File: config.mk
export PLATFORM = sky130hd
export DESIGN_NAME = lsu_ctrl
export DESIGN_NICKNAME = d
export VERILOG_FILES = /design/src/rtl/lsu_ctrl.sv
export SDC_FILE = /design/constraint.sdc
export NUM_CORES = 1
export LEC_CHECK = 0
export ABC_AREA = 0
export CAP_MARGIN = 20
export CORE_MARGIN = 3
export CORE_UTILIZATION = 45
export CTS_CLUSTER_SIZE = 16
export DETAILED_ROUTE_END_ITERATION = 10
export DONT_BUFFER_PORTS = 1
export GPL_TIMING_DRIVEN = 0
export SLEW_MARGIN = 20
export SYNTH_ARGS = -nofsm -noshare
export SYNTH_HDL_FRONTEND = slang
export SYNTH_SLANG_ARGS = --single-unit
File: constraint.sdc
create_clock -name clk -period 5.85 [get_ports clk]
set_input_delay 1.17 -clock clk [delete_from_list [all_inputs] [get_ports clk]]
set_output_delay 1.17 -clock clk [all_outputs]
set_load 0.05 [all_outputs]
File: src/rtl/lsu_ctrl.sv
// Load/store unit controller: sequences single-word DMEM accesses for RV32I
// loads and stores, including read-modify-write for byte/halfword stores.
module lsu_ctrl (
    input  logic        clk,
    input  logic        rst,
    input  logic        req_valid,
    output logic        req_ready,
    input  logic        req_we,
    input  logic [2:0]  funct3,
    input  logic [31:0] addr,
    input  logic [31:0] wdata,
    output logic        resp_valid,
    output logic [31:0] rdata,
    output logic        err,
    output logic        MemRead,
    output logic        MemWrite,
    output logic [31:0] mem_addr,
    output logic [31:0] mem_wdata,
    input  logic [31:0] mem_rdata
);

    typedef enum logic [1:0] {StIdle, StRd, StWr, StResp} state_e;

    state_e      state_q, state_d;
    logic        we_q, we_d;
    logic [2:0]  f3_q, f3_d;
    logic [31:0] addr_q, addr_d;
    logic [31:0] wdata_q, wdata_d;
    logic [31:0] word_q, word_d;    // old memory word for read-modify-write
    logic [31:0] rdata_q, rdata_d;
    logic        err_q, err_d;

    // Misaligned or illegal width/sign code for the requested direction.
    function automatic logic access_bad(input logic we, input logic [2:0] f3,
                                        input logic [1:0] lo);
        logic bad;
        case (f3)
            3'b000:  bad = 1'b0;
            3'b001:  bad = lo[0];
            3'b010:  bad = (lo != 2'b00);
            3'b100:  bad = we;
            3'b101:  bad = we | lo[0];
            default: bad = 1'b1;
        endcase
        return bad;
    endfunction

    // Little-endian lane extraction with sign/zero extension.
    function automatic logic [31:0] load_ext(input logic [2:0] f3, input logic [1:0] lo,
                                             input logic [31:0] word);
        logic [7:0]  b;
        logic [15:0] h;
        logic [31:0] res;
        case (lo)
            2'b00:   b = word[7:0];
            2'b01:   b = word[15:8];
            2'b10:   b = word[23:16];
            default: b = word[31:24];
        endcase
        h = lo[1] ? word[31:16] : word[15:0];
        case (f3)
            3'b000:  res = {{24{b[7]}}, b};
            3'b001:  res = {{16{h[15]}}, h};
            3'b100:  res = {24'b0, b};
            3'b101:  res = {16'b0, h};
            default: res = word;
        endcase
        return res;
    endfunction

    // State and captured request registers; reset aborts any access in flight.
    always_ff @(posedge clk or posedge rst) begin
        if (rst) begin
            state_q <= StIdle;
            we_q    <= 1'b0;
            f3_q    <= 3'b000;
            addr_q  <= 32'b0;
            wdata_q <= 32'b0;
            word_q  <= 32'b0;
            rdata_q <= 32'b0;
            err_q   <= 1'b0;
        end else begin
            state_q <= state_d;
            we_q    <= we_d;
            f3_q    <= f3_d;
            addr_q  <= addr_d;
            wdata_q <= wdata_d;
            word_q  <= word_d;
            rdata_q <= rdata_d;
            err_q   <= err_d;
        end
    end

    // Next-state logic; rdata/err are only updated on the edge entering StResp.
    always_comb begin
        state_d = state_q;
        we_d    = we_q;
        f3_d    = f3_q;
        addr_d  = addr_q;
        wdata_d = wdata_q;
        word_d  = word_q;
        rdata_d = rdata_q;
        err_d   = err_q;
        case (state_q)
            StIdle: begin
                if (req_valid) begin
                    we_d    = req_we;
                    f3_d    = funct3;
                    addr_d  = addr;
                    wdata_d = wdata;
                    if (access_bad(req_we, funct3, addr[1:0])) begin
                        state_d = StResp;
                        rdata_d = 32'b0;
                        err_d   = 1'b1;
                    end else if (req_we && funct3 == 3'b010) begin
                        state_d = StWr;
                    end else begin
                        // Loads and sub-word stores both need the old word.
                        state_d = StRd;
                    end
                end
            end
            StRd: begin
                word_d = mem_rdata;
                if (we_q) begin
                    state_d = StWr;
                end else begin
                    state_d = StResp;
                    rdata_d = load_ext(f3_q, addr_q[1:0], mem_rdata);
                    err_d   = 1'b0;
                end
            end
            StWr: begin
                state_d = StResp;
                rdata_d = 32'b0;
                err_d   = 1'b0;
            end
            StResp:  state_d = StIdle;
            default: state_d = StIdle;
        endcase
    end

    // Store data merge: replace only the addressed lanes of the old word.
    always_comb begin
        mem_wdata = word_q;
        case (f3_q[1:0])
            2'b00: begin
                case (addr_q[1:0])
                    2'b00:   mem_wdata[7:0]   = wdata_q[7:0];
                    2'b01:   mem_wdata[15:8]  = wdata_q[7:0];
                    2'b10:   mem_wdata[23:16] = wdata_q[7:0];
                    default: mem_wdata[31:24] = wdata_q[7:0];
                endcase
            end
            2'b01: begin
                if (addr_q[1]) mem_wdata[31:16] = wdata_q[15:0];
                else           mem_wdata[15:0]  = wdata_q[15:0];
            end
            default: mem_wdata = wdata_q;
        endcase
    end

    // Strobes and handshakes decoded straight from state.
    always_comb begin
        req_ready  = (state_q == StIdle);
        resp_valid = (state_q == StResp);
        MemRead    = (state_q == StRd);
        MemWrite   = (state_q == StWr);
        mem_addr   = {addr_q[31:2], 2'b00};
        rdata      = rdata_q;
        err        = err_q;
    end

endmodule
==> reports/results.txt, run 1 <==
The Yosys step of the flow raised 0 warnings. Among the stages of the critical path, the cell type that occurs most often is sky130_fd_sc_hd__o21ai_1. In the synthesized netlist the async set-or-reset flop fraction comes to 100%.

Critical path's slowest cell: sky130_fd_sc_hd__o21ai_1. The synthesized design contains 135 register bits. The H-tree generated during clock tree synthesis spans 4 levels. The critical path is of the reg2out type. Summing over every cut layer, the via total after detailed routing is 4334. The path class of the tightest hold or removal check is reg2reg. A synthesized cell averages 12.4 um^2. The top fanout value on the critical path is 10.

sky130_fd_sc_hd__dfrtp_1 is the most common cell in the netlist. The data arrival time at the worst-slack endpoint was 2.88 ns. The biggest cell delay along the critical path is 0.85 ns, and the number of cells on the worst hold path is 1. After the first detailed-routing iteration, the DRC count stood at 260. STA classifies the critical path startpoint as a register. The via density per instance is 5.89, and the post-layout utilization of the core is 52.8%. For this run, the total global-route usage over all layers was measured as 21.6%. Full die area: 15900 um^2. The synthesized netlist contains 43 unique library cells. For this block, the routed nets add up to 17.2 mm of wire. The signal on the critical path passes through buf_2 > clkbuf_1 > o21ai_1 > a22oi_1 > o21ai_1. The worst register-to-register path has a depth of 8. The share of the clock period used by the worst path after layout works out to 69.2%. The run finished with clean final reports.

The global-route wire length before repair came out at 26.1 mm. Synthesis produced a netlist whose cell count is 522. The pin slew with the least headroom to its limit is 1.09 ns. The number of hold buffers added after CTS was 0. The die is 126 um wide.

Of all cell types, the one taking the most synthesized area is sky130_fd_sc_hd__dfrtp_1. Post-CTS timing repair inserted 0 buffers for setup. The post-detailed-route wirelength per cell came out at 23.4 um. Setup repair after global routing left no endpoint under its margin. The number of max-slew violations in the final report was 0.

The tools report the residual DRC count as 0. Timing would allow up to 0.247 GHz. At the end of routability-driven placement, the weighted congestion stood at 0.836. Clock-pin slew was measured on the worst setup and hold paths at 0.06 ns.

In this run the tightest slew margin relative to its limit is 26.7%. The later pin in the worst-skew pair is clocked with a latency of 0.42 ns. The total clock buffers created by CTS was 17. Critical path buffer and inverter count: 2.

The element type at the critical path end was an output port. The critical path crosses 5 cells after its start point. In this run the deepest clock path goes through 2 buffers. The logs give 1.80 ns for the final worst-path setup slack and 43 for the count of standard-cell rows.

The synthesized area is 6480 um^2, and the worst clock skew is 0.00663 ns. The largest net degree at the start of global routing was 82; the number of hold violations in the final report was 0. Data on the critical path is required at its endpoint by 4.68 ns.

Measured along the y axis, the die boundary spans 126 um. The HPWL after detailed placement is 13.3 mm. The count of instances resized after the clock tree is built is 0.

Number of nets with antenna violations after detailed routing: 0. The number of top-level pins is 204, and the layout cell share with drive strength beyond 1 is 34.2%. The tools report the core box area as 14000 um^2. For the finished layout, the period the worst path requires is 4.05 ns. The number of antenna diodes in the final layout is 0. Number of global-route vias before repair: 4494.

By count the netlist is led by 135 x sky130_fd_sc_hd__dfrtp_1, 102 x sky130_fd_sc_hd__mux2_2, 48 x sky130_fd_sc_hd__nand2_1, 33 x sky130_fd_sc_hd__buf_4, 24 x sky130_fd_sc_hd__o2bb2ai_1. The area growth from synthesis to layout is 14.0%. Before CTS, the worst setup slack after placement is 2.29 ns.

The length of the first detailed-routing pass in iterations is 4. The initial antenna violation count came out at 0. For the sum of overflow across all layers after global routing, the log shows 0. For the number of failing setup endpoints in the final timing report, the log shows 0. The count of input and output buffers came out at 0.

The number of synthesized flops with an enable pin was 0. The number of violations of the max-capacitance limit was 0. The tools report the starting utilization of the core area as 46.3%. TritonCTS built the clock tree. Total number of clock tree sinks: 135. The tools report the master cell of the clock root buffer as sky130_fd_sc_hd__clkbuf_16. The leading register cell type out of synthesis was sky130_fd_sc_hd__dfrtp_1. By area the synthesized netlist is led by sky130_fd_sc_hd__dfrtp_1 52%, sky130_fd_sc_hd__mux2_2 18%, sky130_fd_sc_hd__buf_4 3.8%. The share of the yosys chip area belonging to registers was 52.1%.

Post-layout net count: 650. Cell class contributing the biggest share of worst-path delay: compound AO/OA/AOI/OAI gates. The synthesized design devotes to its leading area cell type 52.1% of total area.
## final timing paths
| kind | from | slack, ns | end |
|---|---|---|---|
| max | f3_q[0] | 1.80 | mem_wdata[29] |
| min | addr_q[17] | 0.50 | addr_q[17] |
| max reg2reg | state_q[1] | 3.11 | rdata[17] |
| min reg2reg | addr_q[17] | 0.50 | addr_q[17] |
| max in group asynchronous | rst | 4.52 | rdata[30] |
| min in group asynchronous | rst | 0.61 | addr_q[5] |
## logic make-up (layout without fill, tap and decap cells)
group | Yosys count | in the layout | share of synthesized area (%)
buf+inv | 69 | 102 | 6.29
simple gates | 82 | 82 | 6.16
fa+ha+maj | 4 | 4 | 0.772
other cells | 1 | 2 | 0.0579
flops | 135 | 135 | 52.1
mux | 118 | 118 | 20.7
compound gates | 113 | 113 | 13.9
## placed cells by master, fill, tap and decap left out, drive strengths merged, types with 3 or more instances in the layout
cell	synthesis	routed
a21o	9	9
o2bb2ai	24	24
a21oi	5	5
mux2i	8	8
nor2	3	3
bufinv	0	4
a22o	23	23
nand2	48	48
mux2	108	108
o22a	8	8
o21ai	20	20
inv	6	7
clkbuf	11	32
a222oi	7	7
ha	4	4
dfrtp	135	135
a22oi	8	8
nor2b	21	21
buf	52	53
clkinvlp	0	3
clkinv	0	3
## state kept, by name, summed over array words and instances (netlist names)
| name | count |
|---|---|
| wdata_q | 32 |
| addr_q | 32 |
| f3_q | 3 |
| we_q | 1 |
| word_q | 32 |
| err | 1 |
| rdata | 32 |
| state_q | 2 |
## cell type report
| type | instances | area [um^2] |
|---|---|---|
| clock buffer | 21 | 470 |
| buffer | 63 | 385 |
| timing repair buffer | 1 | 27.5 |
| tap | 180 | 225 |
| clock inverter | 11 | 170 |
| fill | 1225 | 6600 |
| multi-input combinational | 319 | 2700 |
| inverter | 6 | 30.0 |
| sequential | 135 | 3380 |
## worst register-to-register path, delay by kind of cell (launching register included)
family,cells,cell delay [ns]
AO/OA/AOI/OAI,2,0.52
flip-flops,1,0.40
AND/OR/NAND/NOR,2,0.55
buffers and inverters,3,0.71
adder cells (fa/ha/maj),1,0.50
## through the flow
| stage | setup TNS (ns) | std cells | hold WS, ns | instance area, um^2 |
|---|---|---|---|---|
| finish | 0 | 736 | 0.503 | 7380 |
| global route | 0 | 736 | 0.512 | 7380 |
| CTS | 0 | 736 | 0.505 | 7380 |
| detailed placement | 0 | 704 | 0.493 | 6740 |
| global placement | -36.92 | 703 | 0.487 | 6710 |
| floorplan | 0 | 523 | 0.479 | 6480 |
## routing by layer
| metal | vias to the layer above | track usage (%) | routed length, um |
|---|---|---|---|
| met1 | 2211 | 27.3 | 7180 |
| met3 | 25 | 8.14 | 1340 |
| li1 | 1921 | - | - |
| met2 | 177 | 34.6 | 8380 |
| met4 | 0 | 6.81 | 321 |
| met5 | - | 0 | 0 |
Power of run 1 is not shown: default switching activity piles up to over one toggle a cycle in this logic, so the estimate is an artifact.
==> run 2, diff against run 1 <==
==> constraint.sdc (replaced) <==
create_clock -name clk -period 3.8 [get_ports clk]
set_input_delay 0.76 -clock clk [delete_from_list [all_inputs] [get_ports clk]]
set_output_delay 0.76 -clock clk [all_outputs]
set_load 0.05 [all_outputs]
==> run 2 against run 1 <==
  * Hold slack worse by 0.22 ns
  * Register-to-register slack got worse by 2.0 ns
  * Via count decreased by 1.3%
  * Critical path depth unchanged
  * Design area increased by 0.37%
  * Non-clock buffer count is 3 higher
  * Core utilization increased by 0.20 points
  * Setup slack worse by 1.6 ns
  * Flip-flop and latch count is the same
  * Routed wire length is 0.19% higher
  * Sequential share of layout area shrank 0.17 points
  * Largest cell class unchanged
  * Highest routed layer unchanged
==> reports/results.txt, run 2 (synthesized netlist as in run 1, its figures left out) <==
After the first detailed-routing iteration, the DRC count stood at 225. Clock-pin slew was measured on the worst setup and hold paths at 0.06 ns. The tree is rooted in a sky130_fd_sc_hd__clkbuf_16. The tightest min-delay check is of the in2async type. The tools report the residual DRC count as 0. After routing, the total negative slack on setup checks comes to 0 ns. The routed layout has 4276 vias. The clock reaches the later pin of the worst-skew pair after 0.41 ns. Critical path's slowest cell: sky130_fd_sc_hd__o21ai_1. The most numerous cell type found on the critical path is sky130_fd_sc_hd__o21ai_1. Clock skew on the completed layout was measured at 0.00533 ns. The detail route stage leaves a number of antenna-violating nets equal to 0. The data arrival time at the worst-slack endpoint is 2.82 ns, and the count of input and output buffers is 0.

The initial utilization of the core area, before any placement, comes to 46.3%. The number of global-route vias before repair was 4540. The tool flagged a number of max-cap violations equal to 0. The flow ran to the end, and the final reports show no timing, DRC or antenna violations. Cells with a size suffix above 1 make up 33.9% of the layout.

Via density per instance: 5.80. The initial antenna violation count is 0, and the total number of clock tree sinks is 135. The critical path data required time was 3.04 ns. The critical path is of the reg2out type. The run gives 0 as the number of max-slew violations in the final report. The area growth from synthesis to layout is 14.4%. The critical path goes through buf_2 > clkbuf_1 > o21ai_1 > a22oi_1 > o21ai_1. After detailed routing, the total wire length is 17.3 mm. The logs give 14000 um^2 for the core box area and 15900 um^2 for the full die area.

In this run the vertical extent of the chip is 126 um. At the pin with the least slew margin, the transition time is 1.07 ns. The achievable clock frequency was 0.279 GHz; the sum of overflow across all layers after global routing was 0. After detailed routing, the average wire length per cell comes to 23.4 um. For this run, the detailed router's first-pass iteration total came to 6. Leaving out fill and tap cells, the most frequent cell in the layout is sky130_fd_sc_hd__dfrtp_1. Among cell families on the critical path, the largest total delay comes from compound AO/OA/AOI/OAI gates. Row generation in the floorplan step produced 43 rows. Entering global routing, the biggest net connects 37 pins. CTS built an H-tree with a depth of 4. TritonCTS built the clock tree.

The top fanout value on the critical path is 10, and the count of buffers added by post-CTS timing repair for setup is 0. The worst pin sits at a relative slew slack of 28.5%. The net count of the finished layout is 653.

The number of buffers on the longest clock path is 2, and the shortest clock period the worst path allows after layout is 3.58 ns. The number of top-level pins is 204, and the final estimated routing congestion in global placement is 0.826. The first global-routing pass estimated 26.7 mm of wire.

Together, buffers and inverters on the worst path number 2. The total clock buffers created by CTS came out at 17. On the worst path, the slowest cell contributes a delay of 0.83 ns. Of the available clock period, the critical path in the final layout requires 94.2%. Fill cells in the final layout number 1239. In this run, post-CTS hold repair placed 0 buffers. The startpoint type of the worst setup path is a register.

The number of antenna diodes in the final layout is 0. The tools report the HPWL after detailed placement as 13.4 mm. The number of hold violations in the final report was 0.

The element type at the critical path end is an output port. Leaving out fill and tap cells, the most frequent cells in the layout are 135 x sky130_fd_sc_hd__dfrtp_1, 102 x sky130_fd_sc_hd__mux2_2, 48 x sky130_fd_sc_hd__nand2_1. The x dimension of the die was 126 um; the count of instances resized after the clock tree is built was 0. The tools report the number of failing setup endpoints in the final timing report as 0. Setup repair after global routing left no endpoint under its margin. For this run, the total global-route usage over all layers was measured as 22.0%.
[run 2: cell types whose count changed in the layout (fill, tap and decap cells not counted), sizes merged]
| cell | before | now |
|---|---|---|
| buf | 53 | 56 |
| clkinvlp | 3 | 4 |
| clkbuf | 32 | 33 |
| clkinv | 3 | 1 |
| inv | 7 | 5 |
[run 2: worst paths after layout]
check | startpoint | endpoint | slack, ns | cells past startpoint
worst min register to register | addr_q[4] | addr_q[4] | 0.50 | 1
worst max-delay path | f3_q[0] | mem_wdata[24] | 0.22 | 5
worst min-delay path | rst | wdata_q[2] | 0.28 | 1
min in group clk | wdata[20] | wdata_q[20] | 0.49 | 1
worst max register to register | state_q[1] | rdata[19] | 1.12 | 8
max in group asynchronous | rst | f3_q[0] | 2.82 | 3
[run 2: stage by stage]
step           setup WS [ns]  utilization, %  cell area [um^2]  hold slack [ns]  std cells
5_1_grt               0.0945            53.0              7410            0.292        737
2_1_floorplan          0.756               -              6490            0.479        523
3_3_place_gp           0.307            48.0              6710            0.488        703
3_5_place_dp           0.692            48.6              6800            0.494        707
6_report               0.220            53.0              7410            0.279        737
4_1_cts                0.244            53.0              7410            0.282        737
[run 2: worst reg2reg max path, stage by stage, from the launching register on]
cell	delay (ns)
sky130_fd_sc_hd__dfrtp_1	0.40
sky130_fd_sc_hd__inv_1	0.10
sky130_fd_sc_hd__ha_1	0.49
sky130_fd_sc_hd__buf_2	0.29
sky130_fd_sc_hd__nor2b_1	0.17
sky130_fd_sc_hd__nor3b_2	0.37
sky130_fd_sc_hd__o2111ai_2	0.33
sky130_fd_sc_hd__buf_4	0.28
sky130_fd_sc_hd__o2bb2ai_1	0.16
[run 2: final cells by class]
type	instances	area [um^2]	share of cell area (%)
Inverter	6	26.3	0.354
Clock inverter	8	148	1.99
Clock buffer	22	464	6.26
Sequential cell	135	3380	45.6
Buffer	63	385	5.20
Timing Repair Buffer	4	87.6	1.18
Multi-Input combinational cell	319	2700	36.4
Tap cell	180	225	3.04
[run 2: metal layers]
metal / track usage, % / wire, um / part of all wire, %
met5: 0 / 0 / 0
met1: 28.2 / 7290 / 42
met2: 34.4 / 8190 / 47
met3: 8.48 / 1500 / 8.7
met4: 7.19 / 281 / 1.6
Power of run 2 is left out for the same reason.
==> run 3, diff against run 2 <==
--- a/config.mk
+++ b/config.mk
@@ -9,6 +9,7 @@
 export CAP_MARGIN = 20
 export CORE_MARGIN = 3
 export CORE_UTILIZATION = 45
+export CTS_BUF_LIST = sky130_fd_sc_hd__clkbuf_4 sky130_fd_sc_hd__clkbuf_8
 export CTS_CLUSTER_SIZE = 16
 export DETAILED_ROUTE_END_ITERATION = 10
 export DONT_BUFFER_PORTS = 1
==> run 3 against run 2 <==
  * First-iteration DRC count decreased by 16%
  * Die area unchanged
  * Sequential share of layout area increased by 1.1 points
  * Maximum frequency decreased by 0.79%
  * Global-route usage decreased by 0.090 points
  * Clock skew increased by 0.0014 ns
  * Critical path type unchanged
==> reports/results.txt, run 3 (synthesized netlist as in run 1, its figures left out) <==
The number of global-route vias before repair was 4539. Final hold analysis gives a worst-case slack of 0.255 ns. The die is 126 um wide. Setup repair after global routing left no endpoint under its margin. Of the cells placed in the final design, the portion with a size suffix greater than 1 is 34.5%.

The tree is rooted in a sky130_fd_sc_hd__clkbuf_8. The class of the most critical hold timing path is in2async. Wires add up to 17.2 mm. The clock passes through at most 2 buffers.

Setup total negative slack on the finished layout was measured at 0 ns. TritonCTS built the clock tree. The residual DRC count is 0.

For the worst setup path, the data required time is 3.04 ns. Setup violations remaining at the end of the flow were counted as 0. Once the floorplan was initialized, standard cells occupied 46.3% of the core. STA classifies the critical path endpoint as an output port. After the first detailed-routing iteration, the DRC count stood at 189. For the total clock buffers created by CTS, the log shows 17. Global routing consumed, on the met3 layer, 8.86% of the routing resources. For the post-layout net count, the log shows 653. Startpoint type of the worst setup path: a register. Setup slack on the worst reg-to-reg path comes out at 1.10 ns. In this run the worst path has a maximum fanout of 10. The number of violations of the max-capacitance limit is 0, and the share of the clock period used by the worst path after layout is 95.0%.

The most utilized layer in the global route result was met2. Entering global routing, the biggest net connects 37 pins. The via density per instance came out at 5.82.

Reg-to-reg critical path endpoint: rdata[23]. Path type of the worst setup path: reg2out. The count of buffers added by post-CTS timing repair for setup was 0. The run gives 7230 um^2 as the final non-filler cell area. The worst reg2reg path depth was 8; the data arrival time at the worst-slack endpoint was 2.85 ns.

The global-route usage over all layers was 21.9%; the full die area was 15900 um^2. For this run, global-route usage on met1 was measured as 27.7%. The run gives 26.5 mm as the global-route wire length before repair. The flow ran to the end, and the final reports show no timing, DRC or antenna violations. For this design, the CTS-stage hold fixing added 0 buffers. Static timing analysis puts the maximum clock frequency at 0.277 GHz. Before antenna repair, the detailed router went through 7 iterations.

The final estimated routing congestion in global placement came out at 0.826. The post-detailed-route wirelength per cell works out to 23.4 um. The tools report the count of instances resized after the clock tree is built as 0. Port buffering added 0 buffers.

Total number of clock tree sinks: 135. Summing over every cut layer, the via total after detailed routing is 4286. The clock tree synthesis step divided the H-tree into 4 levels. The library cell used most frequently in the layout, excluding fill and tap cells, is sky130_fd_sc_hd__dfrtp_1. The number of hold violations in the final report is 0, and the number of antenna repair diodes is 0.

For this run the aggregate overflow at the end of global routing stands at 0. In the layout the commonest cells are 135 x sky130_fd_sc_hd__dfrtp_1, 102 x sky130_fd_sc_hd__mux2_2, 48 x sky130_fd_sc_hd__nand2_1. For the number of top-level pins, the log shows 204. The startpoint identified for the worst register-to-register timing path is state_q[1].

The worst path in the final design needs a cycle of 3.61 ns, including I/O delays and setup. Once placement finished, the instance area stood at 6800 um^2. Headroom to the max-slew limit came out at 28.2%. For the initial antenna violation count, the log shows 0. The height of the die came out at 126 um.

The number of max-slew violations in the final report is 0, and the met2 track demand over resource in global routing is 34.3%. The later pin in the worst-skew pair is clocked with a latency of 0.43 ns. The pin slew with the least headroom to its limit was 1.07 ns.

The run gives 14000 um^2 as the core box area. The CTS clock-pin slew for the worst setup and hold paths was 0.07 ns. The run gives 13.4 mm as the HPWL after detailed placement.

Relative to the synthesized area, the layout overhead comes to 11.6%. The clock arrives with 0.00674 ns of skew. The logs give 43 for the count of standard-cell rows and 0 for the number of nets with antenna violations after detailed routing.
==> run 3: changes by cell type in the layout (fill, tap and decap cells not counted) <==
cell / before / now
sky130_fd_sc_hd__clkbuf_1: 14 / 11
sky130_fd_sc_hd__clkbuf_16: 17 / 0
sky130_fd_sc_hd__clkbuf_4: 0 / 3
sky130_fd_sc_hd__clkbuf_8: 2 / 19
==> run 3: how the worst max path moves through the flow <==
stage                     startpoint            end  slack, ns  cells past startpoint
after detailed placement     f3_q[0]  mem_wdata[29]       0.69                      5
after floorplan              f3_q[0]  mem_wdata[24]       0.76                      5
after global routing         f3_q[0]  mem_wdata[29]       0.05                      5
after global placement       f3_q[0]  mem_wdata[29]       0.31                      5
after CTS                    f3_q[0]  mem_wdata[29]       0.20                      5
final                        f3_q[0]  mem_wdata[29]       0.19                      5
==> run 3: area by class of cell <==
cell class / count / area, um^2
Fill cell: 1266 / 6760
Sequential cell: 135 / 3380
Multi-Input combinational cell: 319 / 2700
Buffer: 63 / 385
Clock buffer: 22 / 284
Tap cell: 180 / 225
Clock inverter: 8 / 148
Timing Repair Buffer: 4 / 87.6
Inverter: 6 / 26.3
==> run 3: per-layer routing <==
| layer | up-vias | part of all wire [%] |
|---|---|---|
| li1 | 1912 | - |
| met3 | 20 | 8.8 |
| met5 | - | 0 |
| met4 | 0 | 1.6 |
| met1 | 2180 | 42 |
| met2 | 174 | 48 |
==> run 3: critical path, stage by stage (launching register included) <==
cell and delay [ns]:
sky130_fd_sc_hd__dfrtp_1 0.35, sky130_fd_sc_hd__buf_2 0.17, sky130_fd_sc_hd__clkbuf_1 0.26, sky130_fd_sc_hd__o21ai_1 0.56, sky130_fd_sc_hd__a22oi_1 0.27, sky130_fd_sc_hd__o21ai_1 0.80
==> run 3: per-stage QoR <==
| step | cells | util (%) | worst slack (ns) |
|---|---|---|---|
| 2_1_floorplan | 523 | - | 0.756 |
| 3_3_place_gp | 703 | 48.0 | 0.307 |
| 3_5_place_dp | 707 | 48.6 | 0.692 |
| 4_1_cts | 737 | 51.7 | 0.196 |
| 5_1_grt | 737 | 51.7 | 0.0533 |
| 6_report | 737 | 51.7 | 0.191 |
Power of run 3 is left out for the same reason.
